File: config.mk
export PLATFORM = sky130hd
export DESIGN_NAME = mdc_input_commutator
export DESIGN_NICKNAME = d
export VERILOG_FILES = /design/src/rtl/fft32_pkg.sv /design/src/rtl/mdc_half_buffer.sv /design/src/rtl/mdc_input_commutator.sv
export SDC_FILE = /design/constraint.sdc
export NUM_CORES = 1
export LEC_CHECK = 0
export ABC_AREA = 1
export ABC_CLOCK_PERIOD_IN_PS = 3640
export CORE_MARGIN = 3
export CORE_UTILIZATION = 42
export DETAILED_ROUTE_END_ITERATION = 12
export PLACE_DENSITY = 0.61
export SLEW_MARGIN = 20
export SYNTH_ARGS = -nofsm -noshare
export SYNTH_HDL_FRONTEND = slang
export SYNTH_SLANG_ARGS = --single-unit
export TNS_END_PERCENT = 20
File: constraint.sdc
create_clock -name clk -period 3.64 [get_ports clk]
set_clock_uncertainty 0.15 [all_clocks]
set_input_delay 1.092 -clock clk [delete_from_list [all_inputs] [get_ports clk]]
set_output_delay 1.092 -clock clk [all_outputs]
set_load 0.05 [all_outputs]
File: src/rtl/fft32_pkg.sv
// fft32_pkg: shared constants and complex-sample type for the 32-point MDC FFT
package fft32_pkg;
  localparam int FFT_N = 32;
  localparam int FFT_WIDTH = 9;
  localparam int FFT_HALF = FFT_N / 2;
  typedef struct packed {
    logic signed [FFT_WIDTH-1:0] re;
    logic signed [FFT_WIDTH-1:0] im;
  } cplx_t;
endpackage

File: src/rtl/mdc_half_buffer.sv
// mdc_half_buffer: half-frame register file, synchronous write, combinational read, no reset
import fft32_pkg::*;
module mdc_half_buffer #(
  parameter int DEPTH = FFT_HALF,
  parameter int W = 2 * FFT_WIDTH,
  localparam int AW = $clog2(DEPTH)
) (
  input  logic          clk,
  input  logic          we,
  input  logic [AW-1:0] waddr,
  input  logic [W-1:0]  wdata,
  input  logic [AW-1:0] raddr,
  output logic [W-1:0]  rdata
);
  logic [W-1:0] mem_q [DEPTH];
  always_ff @(posedge clk)
    if (we) mem_q[waddr] <= wdata;
  assign rdata = mem_q[raddr];
endmodule

File: src/rtl/mdc_input_commutator.sv
// mdc_input_commutator: splits a natural-order serial stream into x[k] / x[k+N/2] pairs
import fft32_pkg::*;
module mdc_input_commutator #(
  parameter int WIDTH = FFT_WIDTH,
  parameter int N = FFT_N
) (
  input  logic             clk,
  input  logic             rst_n,
  input  logic             in_valid,
  input  logic             in_sof,
  input  logic [WIDTH-1:0] in_re,
  input  logic [WIDTH-1:0] in_im,
  output logic             out_valid,
  output logic             out_sof,
  output logic [WIDTH-1:0] Up_out_re,
  output logic [WIDTH-1:0] Up_out_im,
  output logic [WIDTH-1:0] Low_out_re,
  output logic [WIDTH-1:0] Low_out_im,
  output logic             sync_err
);
  localparam int AW = $clog2(N);
  localparam int HW = AW - 1;
  localparam int DW = 2 * WIDTH;
  logic [AW-1:0] cnt_q, cnt_d, idx;
  logic          out_valid_q, out_valid_d, out_sof_q, out_sof_d, sync_err_q, sync_err_d;
  logic [DW-1:0] up_q, up_d, low_q, low_d, rdata;
  logic          sof, emit;
  always_comb begin
    sof = in_valid & in_sof;
    idx = sof ? '0 : cnt_q;
    emit = in_valid & idx[AW-1];
    cnt_d = in_valid ? idx + AW'(1) : cnt_q;
    out_valid_d = emit;
    out_sof_d = emit & (idx[HW-1:0] == '0);
    up_d = emit ? rdata : up_q;
    low_d = emit ? {in_re, in_im} : low_q;
    sync_err_d = sync_err_q | (sof & (cnt_q != '0));
  end
  // the read slot idx-N/2 shares the low bits of idx, so one address serves both halves
  mdc_half_buffer #(.DEPTH(N / 2), .W(DW)) u_buf (
    .clk  (clk),
    .we   (in_valid & ~idx[AW-1]),
    .waddr(idx[HW-1:0]),
    .wdata({in_re, in_im}),
    .raddr(idx[HW-1:0]),
    .rdata(rdata)
  );
  always_ff @(posedge clk or negedge rst_n)
    if (!rst_n) begin
      cnt_q <= '0;
      out_valid_q <= 1'b0;
      out_sof_q <= 1'b0;
      up_q <= '0;
      low_q <= '0;
      sync_err_q <= 1'b0;
    end else begin
      cnt_q <= cnt_d;
      out_valid_q <= out_valid_d;
      out_sof_q <= out_sof_d;
      up_q <= up_d;
      low_q <= low_d;
      sync_err_q <= sync_err_d;
    end
  assign out_valid = out_valid_q;
  assign out_sof = out_sof_q;
  assign {Up_out_re, Up_out_im} = up_q;
  assign {Low_out_re, Low_out_im} = low_q;
  assign sync_err = sync_err_q;
endmodule

-- Word level (Yosys, flattened, before mapping)
Memories as Yosys holds them, arrays and structs flattened. A register that Yosys moved wholly into a read port is not among the register bits.
Cells that the tools add are included.
- add/subtract/negate cells: 1
- $mul: 0
- divide/modulo/power cells: 0
- order comparisons: 0
- equal/unequal tests: 0
- shift-type cells: 0
- multiplexer cells: 3
- bitwise gates (word level): 7
- reduce and logical (&&, ||, !) cells: 3
- operators with widths (kind ; number):
    adder 5 x 1 -> 5 bit (second input constant) ; 1
    AND 1 bit ; 5
    2-to-1 mux 5 bit ; 1
    nonzero test 5 bit ; 1
    zero test 4 bit ; 1
    2-to-1 mux 1 bit ; 2
    zero test 1 bit ; 1
    NOT 1 bit ; 1
    OR 1 bit ; 1
- bits in registers: 26
- bits in latches: 0
- RAM bits: 288
- ROM bits: 0
- bits of input ports: 22
- output and inout bits: 39
- logic and storage cells: 20
- memories kept: 1
- memories (name ; words ; bits a word ; rd ports ; clocked after Yosys merged registers in ; wr ports ; line ; text):
    u_buf.mem_q ; 16 ; 18 ; 1 ; 1 ; 1 ; mdc_half_buffer.sv:15 ; logic [W-1:0] mem_q [DEPTH];

-- Logic depth before layout (Yosys ltp)
- depth in word-level cells: 6
- depth in mapped cells: 12
- depth with buffers taken out: 10

-- Modules after synthesis
Synthesis repeated with hierarchy kept, for this count alone.
- cell total of the unflattened synthesis: 1387
- area total of the unflattened synthesis: 14161.1 µm²
- modules (own cells, without submodules) (module ; times used ; cells each ; area an instance (µm²) ; seq. area each (µm²)):
    mdc_half_buffer ; 1 ; 1185 ; 12401.9 ; 8648.3
    mdc_input_commutator ; 1 ; 202 ; 1759.2 ; 1101.1

-- Worst setup path before layout
No wires, ideal clock.
- path kind: in2reg
- start: in in_sof
- end: mem u_buf.mem_q[11][0] (netlist name), enable pin
- library setup time: 416 ps
- data arrival time: 3138 ps
- required time: 3074 ps
- slack: -64 ps
- stages: 6
- buffers on the path: 1
- cell sequence: nand2_4 nand2_2 nor2_2 buf_2 inv_1 nor3_1
- word-level cells in the longest chain between the ends: 6
- RTL lines (what ; line ; text):
    start, declared ; mdc_input_commutator.sv:10 ; input logic in_sof,
    AND 1 bit * ; mdc_input_commutator.sv:29 ; sof = in_valid & in_sof;
    2-to-1 mux 5 bit * ; mdc_input_commutator.sv:30 ; idx = sof ? '0 : cnt_q;
    NOT 1 bit ; mdc_input_commutator.sv:42 ; .we (in_valid & ~idx[AW-1]),
    AND 1 bit ; mdc_input_commutator.sv:42 ;
    2-to-1 mux 1 bit ; mdc_half_buffer.sv:17 ; if (we) mem_q[waddr] <= wdata;
    2-to-1 mux 1 bit (not written as such) ; mdc_half_buffer.sv:17 ;
    end, declared ; mdc_half_buffer.sv:15 ;
Mark *: on every way between the ends. The rest lies on a longest branch, timed or not.

-- Final worst setup path
- start: reg up_q[10] (read register of u_buf.mem_q)
- end: out Up_out_re[1]
- RTL lines (what ; line ; text):
    start, declared ; mdc_input_commutator.sv:26 ; logic [DW-1:0] up_q, up_d, low_q, low_d, rdata;
    end, declared ; mdc_input_commutator.sv:15 ; output logic [WIDTH-1:0] Up_out_re,
No word-level cell between the ends.

==> flow_metrics.env <==
export IMPL_cp_end_kind="output pin"
export IMPL_min_path_type="flop to flop"
export IMPL_synthCells=1292
export IMPL_drcViolationCount=0
export IMPL_ys_warn_count=0
export IMPL_yosysUniqueCellTypes=24
export IMPL_final_nets=1410
export IMPL_setup_viol=0
export IMPL_diodes=0
export IMPL_cts_made_buffers=36
export IMPL_layout_setup_ws_ns=0.540
export IMPL_max_clock_path_buffers=3
export IMPL_place_ws_ns=0.266
export IMPL_yosysMostFrequentCell="nand2_1"
export IMPL_leakage_nw=6.70
export IMPL_postRouteAntennaNets=0
export IMPL_path_clk_slew_ns=0.06
export IMPL_drv_cap=0
export IMPL_dr_first_iter_drc_count=979
export IMPL_grt_remaining_overflow=0
export IMPL_peakVddDrop_v=0.000385
export IMPL_fin_cells=1847
export IMPL_critPathLaunchType="flop"
export IMPL_htree_num_levels=2
export IMPL_wl_mm=37.1
export IMPL_synthArstFlopShare=0.133
export IMPL_critPathSlowestCell="clkdlybuf4s50_1"
export IMPL_core_area_mm2=0.0320
export IMPL_dieArea_mm2=0.0350
export IMPL_start_util=0.431
export IMPL_avgRoutedWirePerCell_um=20.1
export IMPL_multi_input_area_mm2=0.00359
export IMPL_path_max_fanout=2
export IMPL_regArea_mm2=0.00975
export IMPL_synth_area_top_cells="edfxtp_1 63%, nand2_1 17%, dfrtp_1 8.0%"
export IMPL_synthesis_nets=1314
export IMPL_hold_violations=0
export IMPL_status="finished clean"
export IMPL_crit_type="flop to output pin"
export IMPL_postCtsSetupBuffers=0
export IMPL_ios=61
export IMPL_synthToLayoutAreaGrowth_pct=18.9
export IMPL_grt_util_met1=0.312
export IMPL_drt_pass1_iterations=5
export IMPL_vias=9495
export IMPL_grtUsageMet3=0.0349
export IMPL_nFillCells=2873
export IMPL_track_usage=0.213
export IMPL_ys_top_cells_by_count="614 x nand2_1, 288 x edfxtp_1, 127 x nand3_1, 57 x nor2_1, 46 x buf_2"
export IMPL_slew_limit_headroom=0.406
export IMPL_cts_sinks=332
export IMPL_synth_top_area_share=0.628
export IMPL_grt_busiest_layer="met2"
export IMPL_worst_slew_pin_slew_ns=0.888
export IMPL_ys_seq_area_frac=0.708
export IMPL_tritoncts="done"
export IMPL_port_buffers=60
export IMPL_crit_chain="clkdlybuf4s50_1"
export IMPL_ys_ff_latch=332
export IMPL_syn_area_per_cell_um2=10.7
export IMPL_antenna_found_initial=0
export IMPL_post_cts_resized=0
export IMPL_crit_arrival_ns=1.86
export IMPL_fin_tns_setup_ns=0
export IMPL_root_buffer="clkbuf_16"
export IMPL_yosys_area_top_type="edfxtp_1"
export IMPL_routabilityCongestion=0.882
export IMPL_cts_hold_buf=0
export IMPL_use_met2=0.331
export IMPL_clock_latency_ns=0.52
export IMPL_grt_max_degree=90
export IMPL_clock_fmax_ghz=0.323
export IMPL_die_h_um=187
export IMPL_placementRows=65
export IMPL_dp_cells=1785
export IMPL_final_layout_size_suffix_gt1_frac=0.111
export IMPL_hpwl_mm=23.0
export IMPL_slew_violations=0
export IMPL_post_route_period_util=0.852
export IMPL_synth_top_flop_cell="edfxtp_1"
export IMPL_crit_family="buffers and inverters"
export IMPL_critical_path_buf_inv_count=1
export IMPL_slowest_delay_ns=0.89
export IMPL_syn_area_mm2=0.0138
export IMPL_die_x_um=187
export IMPL_r2r_slack_ns=1.08
export IMPL_rsz0062_at_grt="false"
export IMPL_synth_edf_count=288
export IMPL_grt_pass1_wl_mm=57.3
export IMPL_vias_per_cell=5.14
export IMPL_p_per_area_mw_per_mm2=629
export IMPL_fin_crit_ns=3.10
export IMPL_grt_pass1_vias=9401
export IMPL_required_ns=2.40
## registers in the layout, indices dropped and copies added (netlist names)
signal,flops
cnt_q,5
up_q,18
u_buf.mem_q,288
out_valid,1
low_q,18
out_sof,1
sync_err,1
## cell type report
type | instances | area share
multi-input cells | 859 | 0.220
inverters | 36 | 0.00826
clock inverters | 15 | 0.00887
clock buffers | 47 | 0.0601
flip-flops and latches | 332 | 0.596
repair buffers | 123 | 0.0737
well taps | 435 | 0.0333
## power breakdown
group | internal (mW) | total (mW) | leakage, nW | switching (mW)
registers | 4.40 | 4.57 | 3.18 | 0.172
logic | 0.690 | 2.19 | 2.97 | 1.50
clock network | 2.11 | 3.52 | 0.543 | 1.42
## through the flow
| step | hold slack [ns] | util | power [mW] | area, um2 |
|---|---|---|---|---|
| finish | 0.326 | 0.512 | 10.3 | 16400 |
| global route | 0.355 | 0.512 | 10.7 | 16400 |
| CTS | 0.331 | 0.512 | 10.4 | 16400 |
| detailed placement | 0.314 | 0.477 | 6.84 | 15200 |
| global placement | 0.312 | 0.477 | 6.82 | 15200 |
| floorplan | 0.346 | - | 5.98 | 13800 |
## layout by cell type, fill, tap and decap left out
master             n
inv_2              4
o21ai_1           18
nor2_4             4
nand2_1          614
or2_0              2
clkdlybuf4s50_1   59
nand2_4            2
edfxtp_1         288
clkinv_1           8
nor2_1            44
nand4_1            4
nand2_2            2
dfrtp_1           43
dfrtp_4            1
clkinv_2           2
nor2_2            15
buf_4             52
buf_12            11
nor3_4             1
nor3_2             2
inv_1             32
o21ai_0            5
clkbuf_16         37
nand3_1          127
bufinv_16          3
clkbuf_8           2
xor2_1             2
o21bai_1           1
buf_2              1
clkinvlp_4         2
clkbuf_1           8
or2_2             16
## cells by family (layout without fill, tap and decap cells)
group,Yosys count,count (layout),share of synthesized area
AOI/OAI and AO/OA,24,24,0.00891
xor gates and xnor gates,2,2,0.00127
buffers and inverters,101,221,0.0345
DFF,332,332,0.708
and+or+nand+nor,833,833,0.247
## routing by layer
layer / share of wire / vias to the layer above
met4: 0.026 / 0
met2: 0.46 / 318
met5: 0 / -
met3: 0.070 / 63
li1: - / 4469
met1: 0.44 / 4645
## path summary, 6_finish.rpt
check / end / depth (start not counted) / from
max: Up_out_re[1] / 1 / up_q[10]
min: low_q[7] / 2 / low_q[7]
max reg2reg: u_buf.mem_q[3][4] / 6 / cnt_q[0]
min reg2reg: low_q[7] / 2 / low_q[7]
max in group asynchronous: up_q[4] / 2 / rst_n
min in group asynchronous: out_valid / 1 / rst_n
Power figures use the tool's default switching activity.
==> RTL change (same flow settings) <==
`FFT_N`: 32 -> 16.
--- a/src/rtl/fft32_pkg.sv
+++ b/src/rtl/fft32_pkg.sv
@@ -2,3 +2,3 @@
 package fft32_pkg;
-  localparam int FFT_N = 32;
+  localparam int FFT_N = 16;
   localparam int FFT_WIDTH = 9;
Formal check against the unedited RTL: not equivalent (a bounded check fails within 10 cycles, from zero or initial values and one cycle with rst_n low).
==> RTL change against the original RTL <==
Worst hold slack improved by 0.0047 ns; worst setup slack improved by 0.20 ns; core utilization rose by 0.67 points; wire length fell by 52%; non-clock buffer count fell by 40; area after synthesis fell by 42%; design area fell by 42%; highest routed layer unchanged; combinational power rose by 13%; power fell by 30%; global-route usage fell by 3.1 points; sequential cell count fell by 145.
==> RTL change: results (changes against the original RTL) <==
[pwr]
leakage_nw = 3.94  ; was 6.70 nW
clockPowerShare_pct = 26.4  ; was 34.2%
totalPowerFinal_mw = 7.23  ; was 10.3 mW
netSwitchingPower_mw = 2.66  ; was 3.09 mW
peak_supply_drop_mv = 0.353  ; was 0.385 mV

[logic_synthesis]
synth_commonest_cells = nand2_1, edfxtp_1, inv_1  ; was nand2_1, edfxtp_1, nand3_1
synth.avg_cell_area_um2 = 10.9  ; was 10.7 um^2
number_of_nets_produced_by_synthesis = 751  ; was 1314
post_synth_main_area_contributors = edfxtp_1, dfrtp_1, nand2_1  ; was edfxtp_1, nand2_1, dfrtp_1
proportion_of_synthesized_flip_flops_having_asynchronous_set_or_reset_pct = 23.0  ; was 13.3%
netlist-cell-type-count = 28  ; was 24
synth_edf_count = 144  ; was 288

[routing]
vias_per_std_cell = 5.03  ; was 5.14
drt_iter0_drc = 377  ; was 979
routedWlPerCell_um = 17.2  ; was 20.1 um

[clock_tree]
clock_tree.buffer_depth = 2  ; was 3
tritoncts.num_buffers = 17  ; was 36
clock_latency_ns = 0.43  ; was 0.52 ns
cts_htree_levels = 4  ; was 2

[placed_design]
placement.cell_area_um2 = 8860  ; was 15200 um^2
place_hpwl_um = 10600  ; was 23000 um

[sta]
hold_ws_ns = 0.331  ; was 0.326 ns
min_period_ns = 2.90  ; was 3.10 ns
worst_pin_slew_ns = 0.671  ; was 0.888 ns

[finish]
fillCellCount = 1624  ; was 2873
num-nets-final = 819  ; was 1410
regs_by_ff_count = u_buf.mem_q: 144 flops, low_q: 18 flops, up_q: 18 flops  ; was u_buf.mem_q: 288 flops, low_q: 18 flops, up_q: 18 flops
proportion_of_layout_cells_with_a_drive_suffix_above_1_pct = 10.3  ; was 11.1%
final-instance-count-excl-fill = 1038  ; was 1847

[global_routing]
number_of_global_route_vias_before_repair = 5230  ; was 9401
wire_length_of_the_first_global_routing_pass_um = 28400  ; was 57300 um
largest_net_degree_at_the_start_of_global_routing = 38  ; was 90

[worst_setup_path]
reg2reg_setup_slack_ns = 1.57  ; was 1.08 ns
regToRegEndpoint = u_buf.mem_q[6][11]$_DFFE_PP_  ; was u_buf.mem_q[3][4]$_DFFE_PP_
timing.critical_path.slowest_cell_delay_ns = 0.83  ; was 0.89 ns
setup.worst_path.end = Up_out_im[3]  ; was Up_out_re[1]
critical_path_arrival_ns = 1.66  ; was 1.86 ns
worst_reg2reg_startpoint = cnt_q[0]$_DFFE_PN0P_  ; unchanged
worst-r2r-cell-count = 5  ; was 6
worst_setup_path_startpoint = up_q[3]$_DFFE_PN0P_  ; was up_q[10]$_DFFE_PN0P_

[worst_hold_path]
worst_hold_startpoint = low_q[0]$_DFFE_PN0P_  ; was low_q[7]$_DFFE_PN0P_
whs_endpoint = low_q[0]$_DFFE_PN0P_  ; was low_q[7]$_DFFE_PN0P_

[status]
outcome = completed  ; unchanged

[RTL change: cell type report]
class / count / area (um^2) / share of cell area (%)
multi-input combinational: 391 / 1960 / 20.7
sequential: 187 / 5400 / 57.0
timing repair buffer: 83 / 781 / 8.24
inverter: 116 / 435 / 4.60
clock inverter: 15 / 185 / 1.95
tap: 229 / 287 / 3.02
clock buffer: 17 / 425 / 4.49
[RTL change: cells by family (layout without fill, tap and decap cells)]
logic type               after synthesis  count (layout)  synth area share, %
AND/OR/NAND/NOR                      365             365                 21.6
flip-flops                           187             187                 67.8
buffers and inverters                150             231                 8.05
AO/OA/AOI/OAI                         22              22                 2.06
multiplexers                           2               2                0.283
adder cells (fa/ha/maj)                1               1                0.157
XOR/XNOR                               1               1                0.110
[RTL change: metal layers]
| layer | routed length (um) | global-route usage [%] |
|---|---|---|
| met4 | 267 | 5.70 |
| met3 | 763 | 3.36 |
| met5 | 0 | 0 |
| met1 | 7770 | 23.5 |
| met2 | 9000 | 31.5 |
